`src/rtl/detector_jogada.sv`:
```
// rtl/detector_jogada.sv - button synchronizer, press/release debounce and one-hot play detector
module detector_jogada #(
   parameter int DEBOUNCE = 1
) (
   input  logic       clock,
   input  logic       reset,
   input  logic [8:0] botoes,
   input  logic       habilita,
   output logic [8:0] jogada,
   output logic [3:0] jogada_idx,
   output logic       tem_jogada,
   output logic       jogada_invalida,
   output logic [3:0] db_estado
);

   typedef enum logic [1:0] {
      OCIOSO  = 2'd0,
      ESTAVEL = 2'd1,
      EMITE   = 2'd2,
      SOLTA   = 2'd3
   } estado_t;

   localparam logic [15:0] CNT_FIM = 16'(DEBOUNCE - 1);

   estado_t     estado, estado_prox;
   logic [8:0]  s1, s2;
   logic [8:0]  padrao, padrao_prox;
   logic [15:0] cnt, cnt_prox;
   logic        carrega;
   logic        um_quente;

   function automatic logic [3:0] idx_de(input logic [8:0] v);
      logic [3:0] r;
      r = 4'd0;
      for (int i = 8; i >= 0; i--) begin
         if (v[i]) r = 4'(i + 1);
      end
      return r;
   endfunction

   assign um_quente = (padrao != 9'd0) && ((padrao & (padrao - 9'd1)) == 9'd0);

   always_comb begin
      estado_prox = estado;
      padrao_prox = padrao;
      cnt_prox    = cnt;
      carrega     = 1'b0;
      case (estado)
         OCIOSO: begin
            if (habilita && (s2 != 9'd0)) begin
               estado_prox = ESTAVEL;
               padrao_prox = s2;
               cnt_prox    = 16'd0;
            end
         end
         ESTAVEL: begin
            if (!habilita || (s2 == 9'd0)) begin
               estado_prox = OCIOSO;
            end else if (s2 != padrao) begin
               padrao_prox = s2;
               cnt_prox    = 16'd0;
            end else if (cnt == CNT_FIM) begin
               // play registers load on entry so they are valid alongside the strobe
               estado_prox = EMITE;
               carrega     = um_quente;
            end else begin
               cnt_prox = cnt + 16'd1;
            end
         end
         EMITE: begin
            estado_prox = SOLTA;
            cnt_prox    = 16'd0;
         end
         SOLTA: begin
            if (s2 != 9'd0) begin
               cnt_prox = 16'd0;
            end else if (cnt == CNT_FIM) begin
               estado_prox = OCIOSO;
            end else begin
               cnt_prox = cnt + 16'd1;
            end
         end
         default: estado_prox = OCIOSO;
      endcase
   end

   always_ff @(posedge clock) begin
      if (!reset) begin
         estado     <= OCIOSO;
         s1         <= 9'd0;
         s2         <= 9'd0;
         padrao     <= 9'd0;
         cnt        <= 16'd0;
         jogada     <= 9'd0;
         jogada_idx <= 4'd0;
      end else begin
         estado <= estado_prox;
         s1     <= botoes;
         s2     <= s1;
         padrao <= padrao_prox;
         cnt    <= cnt_prox;
         if (carrega) begin
            jogada     <= padrao;
            jogada_idx <= idx_de(padrao);
         end
      end
   end

   assign tem_jogada      = (estado == EMITE) && um_quente;
   assign jogada_invalida = (estado == EMITE) && !um_quente;
   assign db_estado       = {2'b00, estado};

endmodule
```
`config.mk`:
```
export PLATFORM = sky130hd
export DESIGN_NAME = detector_jogada
export DESIGN_NICKNAME = d
export VERILOG_FILES = /design/src/rtl/detector_jogada.sv
export SDC_FILE = /design/constraint.sdc
export NUM_CORES = 1
export LEC_CHECK = 0
export CORE_MARGIN = 2
export CORE_UTILIZATION = 45
export DETAILED_ROUTE_END_ITERATION = 12
export GPL_TIMING_DRIVEN = 0
export PLACE_DENSITY = 0.69
export SYNTH_ARGS = -nofsm -noshare
export SYNTH_HDL_FRONTEND = slang
export SYNTH_SLANG_ARGS = --single-unit
```
`constraint.sdc`:
```
create_clock -name clock -period 2.33 [get_ports clock]
set_clock_uncertainty 0.1 [all_clocks]
set_input_delay 0.466 -clock clock [delete_from_list [all_inputs] [get_ports clock]]
set_output_delay 0.466 -clock clock [all_outputs]
set_load 0.03 [all_outputs]
```
# Word-level counts from Yosys, hierarchy flattened
# Index checks and enable logic that the tools add are counted.
classes:
  add_sub_neg: 2
  n_eq_ne: 11
  reduce_logical: 17
  bitwise_logic: 1
  muxes: 30
ops:
  columns: ["op", "count"]
  rows:
  - ["16-bit 2-to-1 mux", 5]
  - ["16-bit one-hot mux with 4 select lines", 1]
  - ["4-bit 2-to-1 mux", 9]
  - ["9-bit 2-to-1 mux", 3]
  - ["9-bit logical NOT", 2]
  - ["9-bit one-hot mux with 2 select lines", 1]
  - ["9-bit nonzero test", 2]
  - ["16-bit by 1-bit adder with 16-bit output, second input constant", 1]
  - ["16-bit logical NOT", 1]
  - ["2-bit 2-to-1 mux", 6]
  - ["2-bit != test, second input constant", 5]
  - ["9-bit AND", 1]
  - ["9-bit != test", 1]
  - ["9-bit by 1-bit subtractor with 9-bit output, second input constant", 1]
  - ["2-bit one-hot mux with 4 select lines", 1]
  - ["3-bit != test, second input constant", 2]
  - ["5-bit AND reduction", 1]
  - ["2-bit equality test, second input constant", 2]
  - ["1-bit logical AND", 4]
  - ["1-bit 2-to-1 mux", 4]
  - ["4-bit AND reduction", 1]
  - ["2-bit by 1-bit equality test with 1-bit output, second input constant", 1]
  - ["1-bit logical NOT", 2]
  - ["2-bit logical NOT", 1]
  - ["3 further kinds", 3]
word_totals:
  elab_cells: 68
  reg_bits: 58
  input_bits: 12

# Logic depth before layout (Yosys ltp)
# Gate-level depths: netlist of run 1.
depth:
  ltp_word: 9
  ltp_mapped: 9

# Least setup slack after synthesis of run 1
# OpenSTA, ideal clock, no wires.
synth_path:
  path_kind: "reg2out"
  from: "register padrao[0]"
  to: "output tem_jogada"
  required_ns: 1.764
  path_stages_with_launch: 6
  n_path_buf: 1
  setup_slack_ns: -0.322
  t_arrival_ns: 2.086
  cell_sequence: "dfxtp_1 buf_2 or3_2 or3_1 and2_1 nor3_1"
synth_between:
  elab_chain_len: 5
  elab_cells_between_ends: 6
synth_lines:
  columns: ["element", "line", "rtl"]
  rows:
  - ["from (decl)", "27", "logic [8:0] padrao, padrao_prox;"]
  - ["from (signal assigned)", "100", "padrao <= padrao_prox;"]
  - ["9-bit by 1-bit subtractor with 9-bit output", "41", "assign um_quente = (padrao != 9'd0) && ((padrao & (padrao - 9'd1)) == 9'd0);"]
  - ["9-bit AND", "41", null]
  - ["9-bit logical NOT", "41", null]
  - ["1-bit logical AND (*)", "41", null]
  - ["1-bit logical AND (*)", "109", "assign tem_jogada = (estado == EMITE) && um_quente;"]
  - ["to (decl)", "11", "output logic tem_jogada,"]
# Mark *: on every way between the ends. The rest lies on a longest branch, timed or not.

# Worst setup path in the final report of run 1
layout_path:
  from: "register padrao[0]"
  to: "output jogada_invalida"
layout_between:
  elab_chain_len: 6
  elab_cells_between_ends: 7
layout_lines:
  columns: ["element", "line", "rtl"]
  rows:
  - ["9-bit by 1-bit subtractor with 9-bit output", "41", null]
  - ["9-bit AND", "41", null]
  - ["9-bit logical NOT", "41", null]
  - ["1-bit logical AND (*)", "41", null]
  - ["1-bit logical NOT (*)", "110", "assign jogada_invalida = (estado == EMITE) && !um_quente;"]
  - ["1-bit logical AND (*)", "110", null]
  - ["to (decl)", "12", "output logic jogada_invalida,"]
# Marked as above.

==> results of run 1 <==
path summary, 6_finish.rpt:
path	startpoint	to	slack (ps)	depth (start not counted)
max	padrao[0]$_SDFFE_PN0P_	jogada_invalida	-340	5
min	s1[7]$_SDFF_PN0_	s2[7]$_SDFF_PN0_	330	1
max reg2reg	padrao[0]$_SDFFE_PN0P_	jogada_idx[0]$_SDFFE_PN0P_	-200	9
min reg2reg	s1[7]$_SDFF_PN0_	s2[7]$_SDFF_PN0_	330	1
placed cells by master, fill, tap and decap left out, drive strengths merged, types with 6 or more instances in the layout:
master,count
buf,23
clkdlybuf4s50,26
nand3,11
xnor2,15
inv,6
mux2i,23
clkbuf,20
nor3,8
nor2,23
nand4,10
xor2,9
nor4b,6
a21oi,6
nand2,41
and2,19
dfxtp,58
layout make-up:
| class | instances | area (um2) |
|---|---|---|
| Buffer | 15 | 88.8 |
| Clock buffer | 11 | 141 |
| Tap cell | 75 | 93.8 |
| Timing Repair Buffer | 43 | 432 |
| Fill cell | 504 | 2330 |
| Sequential cell | 58 | 1180 |
| Clock inverter | 5 | 77.6 |
| Inverter | 6 | 25.0 |
| Multi-Input combinational cell | 216 | 1520 |
power by group:
group          internal (mW)  total [mW]  leakage [nW]  switching, mW
clock network          0.628        1.01         0.109          0.386
logic                  0.109       0.229         0.825          0.120
registers               1.01        1.03         0.475         0.0188
total                   1.75        2.27          1.41          0.524
flip-flops by register name (all words and copies together) (netlist names), named ones only:
register / cells
s2: 9
s1: 9
cnt: 16
padrao: 9
jogada: 9
jogada_idx: 4
estado: 1
logic make-up after synthesis:
kind of cell	synth area share (%)
fa+ha+maj	1.29
compound gates	5.90
flops	42.8
xor+xnor	7.75
mux	8.49
buf+inv	5.17
simple gates	28.5
other cells	0.138
stage by stage:
step	power, mW	setup TNS (ps)	utilization, %	instance area [um2]	instances
3_5_place_dp	1.25	-11640	52.7	3100	403
3_3_place_gp	1.25	-11700	52.7	3100	403
4_1_cts	2.28	-2200	60.0	3530	427
6_report	2.27	-3030	60.4	3560	429
2_1_floorplan	1.19	0	-	2730	300
5_1_grt	2.36	-4460	60.4	3560	429
metal layers:
metal / GRT usage [%] / part of all wire, %
met3: 4.95 / 4.3
met4: 9.50 / 1.8
met1: 24.6 / 49
met2: 29.7 / 45
met5: 0 / 0
worst reg2reg max path: cells and delay by family (launching register included):
| family | cells | cell delay, ps |
|---|---|---|
| buffers and inverters | 4 | 580 |
| DFF | 1 | 350 |
| AOI/OAI and AO/OA | 3 | 690 |
| muxes | 1 | 110 |
| and+or+nand+nor | 1 | 570 |
timing repair:
action,CTS,global route
hold buffers,0,0
endpoints found under the setup margin,25,15
gates resized for setup,40,3
pin swaps,12,2
buffers inserted,12,2
gates cloned,1,0
==> results.sh, run 1 <==
export IMPL_critPathKind="reg -> out"
export IMPL_rows=28
export IMPL_pre_cts_ws_ps=-712
export IMPL_core_area_um2=5890
export IMPL_p_per_area_nw_per_um2=638
export IMPL_drt_pass1_iter_count=4
export IMPL_slew_violations=0
export IMPL_synth_distinct_cells=51
export IMPL_nNetsFinal=363
export IMPL_synth_edf_count=0
export IMPL_cp_start_kind="flop"
export IMPL_routed_wirelength_um=5760
export IMPL_yosysTopAreaCellShare_pct=42.8
export IMPL_cts_buffers=9
export IMPL_netlist_top_cells_count="dfxtp_1, nand2_1, mux2i_1, nor2_1, and2_1"
export IMPL_rsz0062_at_grt="true"
export IMPL_ant_nets=0
export IMPL_required_ps=1760
export IMPL_synth_cells=299
export IMPL_fin_ws_ps=-343
export IMPL_synth_most_common_cell="dfxtp_1"
export IMPL_die_y_um=81.6
export IMPL_ys_top_cells_by_area="dfxtp_1, mux2i_1, nand2_1, xnor2_1, and2_1"
export IMPL_slew_headroom_pct=52.2
export IMPL_path_buf_inv=1
export IMPL_cap_violations=0
export IMPL_via_per_inst=5.16
export IMPL_drive_gt1_share_pct=17.5
export IMPL_critPathTopFamily="compound AO/OA/AOI/OAI gates"
export IMPL_antenna_found_initial=0
export IMPL_cts_root_buf="clkbuf_8"
export IMPL_hpwl_um=3800
export IMPL_crit_path_cell_trace="or4_4 -> o31a_4 -> a21oi_4 -> o21ba_4 -> buf_6"
export IMPL_endpoint_kind="primary output"
export IMPL_cp_arrival_ps=2110
export IMPL_overflow=0
export IMPL_seq_area_frac_synth_pct=42.8
export IMPL_slowest_stage="or4_4"
export IMPL_synth_ff_type="dfxtp_1"
export IMPL_worst_slew_pin_slew_ps=716
export IMPL_post_route_drc_count=0
export IMPL_diodes=0
export IMPL_max_freq_mhz=374
export IMPL_cts_tree="built"
export IMPL_io_pins=31
export IMPL_place_gp_congestion=0.867
export IMPL_cts_htree_levels=3
export IMPL_ys_warn_count=0
export IMPL_failed_checks="negative setup slack"
export IMPL_die_w_um=81.6
export IMPL_cts_path_max_buffers=2
export IMPL_io_buffers=28
export IMPL_area_growth_pct=31.1
export IMPL_p_leak_nw=1.41
export IMPL_async_reset_ff_share_pct=0
export IMPL_outcome="complete, but fails checks"
export IMPL_synth_seq_cells=58
export IMPL_grt_pass1_vias=2036
export IMPL_clkSinkCount=58
export IMPL_vias=2213
export IMPL_grt_max_degree=11
export IMPL_drt_iter0_drc=100
export IMPL_fin_hold_ws_ps=327
export IMPL_crit_fanout=4
export IMPL_clk_latency_ps=330
export IMPL_crit_path_max_incr_delay_ps=570
export IMPL_wl_per_cell_um=13.4
export IMPL_grt_usage_pct=19.1
export IMPL_grt_pass1_wl_um=9430
export IMPL_synth_area_um2=2710
export IMPL_period_needed_ps=2670
export IMPL_hold_viol=0
export IMPL_avgSynthCellArea_um2=9.07
export IMPL_vdd_ir_drop_worst_mv=0.335
export IMPL_die_area_um2=6670
export IMPL_start_util_pct=46.1
export IMPL_clk_transition_reported_paths_ps=60
export IMPL_setup_viol=15
export IMPL_fin_crit_sh_pct=115
export IMPL_yosysTopAreaCell="dfxtp_1"
export IMPL_hp_class="reg -> reg"
(Power assumes the default switching activity.)
==> run 2: changes to the inputs <==
--- a/config.mk
+++ b/config.mk
@@ -5,6 +5,7 @@
 export SDC_FILE = /design/constraint.sdc
 export NUM_CORES = 1
 export LEC_CHECK = 0
+export CAP_MARGIN = 20
 export CORE_MARGIN = 2
 export CORE_UTILIZATION = 45
 export DETAILED_ROUTE_END_ITERATION = 12
==> results of run 2 <==
The final DEF is identical to that of run 1; final timing and power are the same.
